### src/rtl/shift_counter_if.sv
// Control/status bundle for shift_counter: step/load controls in, counter state and pulses out.
// The counter side uses the slave modport; whoever drives the controls uses master.
interface shift_counter_if #(
    parameter int WIDTH = 8
);
    logic             en;
    logic             mode;
    logic             dir;
    logic             load;
    logic [WIDTH-1:0] load_val;
    logic [WIDTH-1:0] out;
    logic             wrap;
    logic             illegal;

    modport master (
        output en, mode, dir, load, load_val,
        input  out, wrap, illegal
    );

    modport slave (
        input  en, mode, dir, load, load_val,
        output out, wrap, illegal
    );
endinterface

### src/rtl/shift_counter.sv
// Bidirectional ring / Johnson shift counter with parallel load and a wrap pulse.
// Define SHIFT_COUNTER_SELFCORRECT_EN to force illegal states back to the seed on the next step.
module shift_counter #(
    parameter int             WIDTH = 8,
    parameter logic [WIDTH-1:0] INIT = {{(WIDTH-1){1'b0}}, 1'b1}
) (
    input  logic           clk,
    input  logic           reset,
    shift_counter_if.slave bus
);
    logic [WIDTH-1:0] out_reg;
    logic [WIDTH-1:0] out_next;
    logic             wrap_reg;
    logic             wrap_next;
    logic [WIDTH-1:0] seed;
    logic [WIDTH-1:0] rot_down;
    logic [WIDTH-1:0] rot_up;
    logic [WIDTH-1:0] step_val;

    // Johnson mode inverts the bit that wraps around the end of the register.
    generate
        for (genvar gi = 0; gi < WIDTH; gi++) begin : g_shift
            if (gi == WIDTH - 1) begin : g_top
                assign rot_down[gi] = bus.mode ? ~out_reg[0] : out_reg[0];
            end else begin : g_mid_dn
                assign rot_down[gi] = out_reg[gi+1];
            end
            if (gi == 0) begin : g_bot
                assign rot_up[gi] = bus.mode ? ~out_reg[WIDTH-1] : out_reg[WIDTH-1];
            end else begin : g_mid_up
                assign rot_up[gi] = out_reg[gi-1];
            end
        end
    endgenerate

    assign seed     = bus.mode ? '0 : INIT;
    assign step_val = bus.dir ? rot_up : rot_down;

`ifdef SHIFT_COUNTER_SELFCORRECT_EN
    localparam int CW = $clog2(WIDTH + 1);

    logic [WIDTH-1:0] edge_bits;
    logic             state_legal;
    logic             illegal_reg;
    logic             illegal_next;

    function automatic logic [CW-1:0] popcount(input logic [WIDTH-1:0] v);
        logic [CW-1:0] c;
        c = '0;
        for (int i = 0; i < WIDTH; i++) begin
            c = c + CW'(v[i]);
        end
        return c;
    endfunction

    // Circular neighbour differences; a Johnson state has at most two of them.
    generate
        for (genvar gi = 0; gi < WIDTH; gi++) begin : g_edge
            assign edge_bits[gi] = out_reg[gi] ^ out_reg[(gi+1) % WIDTH];
        end
    endgenerate

    assign state_legal = bus.mode ? (popcount(edge_bits) <= CW'(2))
                                  : (popcount(out_reg) == CW'(1));

    always_comb begin
        out_next     = out_reg;
        wrap_next    = 1'b0;
        illegal_next = 1'b0;
        if (bus.load) begin
            out_next = bus.load_val;
        end else if (bus.en) begin
            if (!state_legal) begin
                out_next     = seed;
                illegal_next = 1'b1;
            end else begin
                out_next  = step_val;
                wrap_next = (step_val == seed);
            end
        end
    end

    always_ff @(posedge clk) begin
        if (reset) begin
            illegal_reg <= 1'b0;
        end else begin
            illegal_reg <= illegal_next;
        end
    end

    assign bus.illegal = illegal_reg;
`else
    always_comb begin
        out_next  = out_reg;
        wrap_next = 1'b0;
        if (bus.load) begin
            out_next = bus.load_val;
        end else if (bus.en) begin
            out_next  = step_val;
            wrap_next = (step_val == seed);
        end
    end

    assign bus.illegal = 1'b0;
`endif

    always_ff @(posedge clk) begin
        if (reset) begin
            out_reg  <= seed;
            wrap_reg <= 1'b0;
        end else begin
            out_reg  <= out_next;
            wrap_reg <= wrap_next;
        end
    end

    assign bus.out  = out_reg;
    assign bus.wrap = wrap_reg;
endmodule
### src/flat_wrapper.sv
// flat-port wrapper written by rule: the top's interface ports become plain ports
module shift_counter_flat 
#(
    parameter int             WIDTH = 8,
    parameter logic [WIDTH-1:0] INIT = {{(WIDTH-1){1'b0}}, 1'b1}
)
  (clk, reset, bus_en, bus_mode, bus_dir, bus_load, bus_load_val, bus_out, bus_wrap, bus_illegal);
  shift_counter_if #(.WIDTH(WIDTH)) bus_i ();
  input  logic clk;
  input  logic reset;
  input wire logic [$bits(bus_i.en)-1:0] bus_en;
  input wire logic [$bits(bus_i.mode)-1:0] bus_mode;
  input wire logic [$bits(bus_i.dir)-1:0] bus_dir;
  input wire logic [$bits(bus_i.load)-1:0] bus_load;
  input wire logic [$bits(bus_i.load_val)-1:0] bus_load_val;
  output wire logic [$bits(bus_i.out)-1:0] bus_out;
  output wire logic [$bits(bus_i.wrap)-1:0] bus_wrap;
  output wire logic [$bits(bus_i.illegal)-1:0] bus_illegal;
  assign bus_i.en = bus_en;
  assign bus_i.mode = bus_mode;
  assign bus_i.dir = bus_dir;
  assign bus_i.load = bus_load;
  assign bus_i.load_val = bus_load_val;
  assign bus_out = bus_i.out;
  assign bus_wrap = bus_i.wrap;
  assign bus_illegal = bus_i.illegal;
  shift_counter #(.WIDTH(WIDTH), .INIT(INIT)) u_core (.clk(clk), .reset(reset), .bus(bus_i));
endmodule
### config.mk
export PLATFORM = sky130hd
export DESIGN_NAME = shift_counter_flat
export DESIGN_NICKNAME = d
export VERILOG_FILES = /design/src/rtl/shift_counter_if.sv /design/src/rtl/shift_counter.sv /design/src/flat_wrapper.sv
export SDC_FILE = /design/constraint.sdc
export NUM_CORES = 1
export LEC_CHECK = 0
export ABC_AREA = 1
export BUFFER_PORTS_ARGS = -buffer_cell sky130_fd_sc_hd__buf_2
export CORE_MARGIN = 4
export CORE_UTILIZATION = 46
export DETAILED_ROUTE_END_ITERATION = 8
export PLACE_DENSITY_LB_ADDON = 0.12
export SLEW_MARGIN = 20
export SYNTH_ARGS = -nofsm -noshare
export SYNTH_HDL_FRONTEND = slang
export SYNTH_SLANG_ARGS = --single-unit
### constraint.sdc
create_clock -name clk -period 1.45 [get_ports clk]
set_clock_uncertainty 0.1 [all_clocks]
set_input_delay 0.2175 -clock clk [delete_from_list [all_inputs] [get_ports clk]]
set_output_delay 0.2175 -clock clk [all_outputs]
set_load 0.1 [all_outputs]
==> run summary <==
The combined flip-flop and latch cell area came out at 260 µm². The post-route antenna net violation count is 0. The number of antenna violations at the first check in global routing is 0. The flip-flop and latch count after synthesis is 9. The total CTS buffers came out at 3. The post-layout net count came out at 133. The synthesis-to-layout area growth is 23.0%. After synthesis, the netlist uses 18 different library cells.

After clock tree synthesis, the setup repair step added 0 buffers. The number of cells upsized or downsized after cts is 0. In this run the critical register-to-register path is launched from u_core.bus.out[7]. The via count of the first global-routing pass came out at 555. The first global-routing pass estimated approximately 2200 µm of wire. The post-route clock period utilization is 96.8%. The wire length per cell after detailed routing is 10.0 µm. The flip-flop count of the largest register, all copies and words added came out at 8. The slowest stage of the critical path is the sky130_fd_sc_hd__buf_2 cell. The global placement routability congestion came out at around 0.8. The clock edge transition at the registers on the reported setup and hold paths came out at about 60 ps. The leakage power is roughly 0.46 nW. The most common cell after layout, fill and taps aside is sky130_fd_sc_hd__nand2_1. In this run the worst hold path is classified as input port to register. The count of H-tree levels built during CTS came out at 1. In this run the most critical hold path is launched from bus_load_val[4]. The final count of pins violating max slew came to 0. The sum of overflow across all layers after global routing came out at 0. The overall power of the completed layout is ~840 µW. The endpoint kind of the worst setup timing path is an output pin. The worst path in the final design needs a cycle of 1400 ps, including I/O delays and setup. The setup path with the least slack is of type register to output pin.

For this design the ratio of total power to cell area is roughly 1100 mW/mm². Traced cell by cell, the critical path runs through buf_2. The synthesized instance count is 93. The chip height came out at about 45 µm. TritonCTS built the clock tree. CTS saw 9 sinks.

The number of rows created at floorplan is 13. The final count of negative-setup-slack endpoints came out at 0. STA classifies the critical path startpoint as a register. The final HPWL from detailed placement came out at 1160 µm. Fill cells in the final layout number 124.

The number of optimization iterations in the first detailed-route pass came out at 4. The post-synthesis cell area came out at about 640 µm². The area occupied by multi-input gates is between 200 and 300 µm². Entering global routing, the biggest net connects 17 pins. The worst-case IR drop observed on VDD is approximately 0.61 mV. The DRC violations left came out at 0. The largest buffer count on any clock path came out at 2. Once the floorplan was initialized, standard cells occupied between 40% and 50% of the core. After routing the design area is approximately 800 µm². The boundary pin count is 24. Input and output buffers added on the ports amount to 22. Hold repair after CTS inserted 0 buffers. The number of vias per cell after detailed routing is 4.63.

The worst hold margin is roughly 160 ps. The instance count along the most critical hold path is 3. The floorplan step defined a core boundary enclosing 0.00130 mm².

The run finished with clean final reports. A synthesized cell averages between 6 and 7 µm². The delay of the slowest cell on the worst path is 450 ps. The die outline area is a little over 0.002 mm². The sequential fraction of the synthesis area is between 40 and 50%. The placed standard-cell area is 756 µm². The share of layout cells above drive strength 1 is between 20% and 30%. The count of routing violations after the opening detailed-route iteration is 12. The clock latency of the later-clocked register in the worst-skew pair came out at 250 ps. Counting both buffers and inverters, the worst setup path holds a total of 1.

The fmax came out at 713 MHz. In this run the register-to-register setup slack is approximately 170 ps. Among cell families on the critical path, the largest total delay comes from buffers and inverters. The worst hold path terminates at u_core.bus.out[4]. The utilization of the core after routing came out at about 60%. Data on the critical path is required at its endpoint by roughly 1100 ps. The worst-path maximum fanout came out at 3. The depth of the worst register-to-register path is 8.

The worst register-to-register path ends at u_core.bus.out[0]. The number of max-capacitance violations reported came out at 0. The hold violation total from the final report came out at 0.

The via count of the routed design came out at ~620. The post-synth net total came out at around 110. Setup repair after global routing left no endpoint under its margin. The count of antenna diodes in the layout came out at 0.

The total global routing track utilization is between 10% and 20%. The arrival time at the worst endpoint came out at about 1100 ps. The final total negative setup slack is 0 ps. The Yosys step of the flow raised 0 warnings. The routed wire length is ~1300 µm. In the layout the commonest cells are sky130_fd_sc_hd__nand2_1, sky130_fd_sc_hd__buf_2, sky130_fd_sc_hd__inv_1. The tree is rooted in a sky130_fd_sc_hd__clkbuf_4. The horizontal die dimension came out at about 45 µm.
## Yosys cell counts
master | instances | area, µm²
sky130_fd_sc_hd__nand2_1 | 36 | 135
sky130_fd_sc_hd__inv_1 | 16 | 60.1
sky130_fd_sc_hd__edfxtp_1 | 8 | 240
sky130_fd_sc_hd__nor2_1 | 8 | 30.0
sky130_fd_sc_hd__o211ai_1 | 5 | 37.5
sky130_fd_sc_hd__o21ai_0 | 4 | 20.0
sky130_fd_sc_hd__nand2_2 | 3 | 18.8
sky130_fd_sc_hd__nand3_1 | 3 | 15.0
sky130_fd_sc_hd__a21o_1 | 1 | 7.51
sky130_fd_sc_hd__buf_2 | 1 | 5.00
sky130_fd_sc_hd__buf_4 | 1 | 7.51
sky130_fd_sc_hd__buf_6 | 1 | 11.3
sky130_fd_sc_hd__clkinv_1 | 1 | 3.75
sky130_fd_sc_hd__clkinv_4 | 1 | 8.76
sky130_fd_sc_hd__conb_1 | 1 | 3.75
sky130_fd_sc_hd__dfxtp_1 | 1 | 20.0
sky130_fd_sc_hd__inv_2 | 1 | 3.75
sky130_fd_sc_hd__nand3b_1 | 1 | 7.51
## kinds of logic (layout without fill, tap and decap cells)
group	count (synthesis)	in the layout	share of synthesized area (%)
buffers and inverters	22	47	15.7
AO/OA/AOI/OAI	10	10	10.2
other	1	1	0.590
AND/OR/NAND/NOR	51	51	32.5
flip-flops	9	9	40.9
## worst max path at each step
| stage | start | to | slack [ps] | cells after the start |
|---|---|---|---|---|
| 6_report | u_core.bus.out[2] | bus_out[2] | 50 | 1 |
| 4_1_cts | u_core.bus.out[2] | bus_out[2] | 50 | 1 |
| 5_1_grt | u_core.bus.out[2] | bus_out[2] | 30 | 1 |
| 2_1_floorplan | u_core.bus.out[0] | u_core.bus.out[7] | -310 | 6 |
| 3_5_place_dp | bus_load | u_core.bus.out[6] | 90 | 4 |
| 3_3_place_gp | bus_load | u_core.bus.out[5] | 150 | 4 |
## layer usage
| metal | global-route usage [%] | vias up | part of all wire, % |
|---|---|---|---|
| li1 | - | 331 | - |
| met1 | 20.0 | 265 | 46 |
| met2 | 24.3 | 18 | 47 |
| met3 | 1.20 | 2 | 6.1 |
| met4 | 7.02 | 0 | 1.3 |
| met5 | 0 | - | 0 |
## where the power goes
| part | total (mW) | switching (mW) | internal [mW] |
|---|---|---|---|
| Combinational | 0.333 | 0.265 | 0.0680 |
| Clock | 0.182 | 0.0764 | 0.105 |
| Sequential | 0.321 | 0.0123 | 0.309 |
| Total | 0.836 | 0.354 | 0.482 |
## per-stage QoR
step / std cells / worst slack [ps]
3_5_place_dp: 129 / 88.8
3_3_place_gp: 129 / 153
5_1_grt: 133 / 25.3
2_1_floorplan: 93 / -309
6_report: 133 / 46.9
4_1_cts: 133 / 47.8
## area by class of cell
| class | count | share of cell area, % |
|---|---|---|
| well taps | 15 | 2.40 |
| repair buffers | 24 | 16.0 |
| flip-flops and latches | 9 | 33.3 |
| multi-input cells | 62 | 35.2 |
| inverters | 19 | 9.76 |
| clock buffers | 4 | 3.36 |
Power figures use the tool's default switching activity.
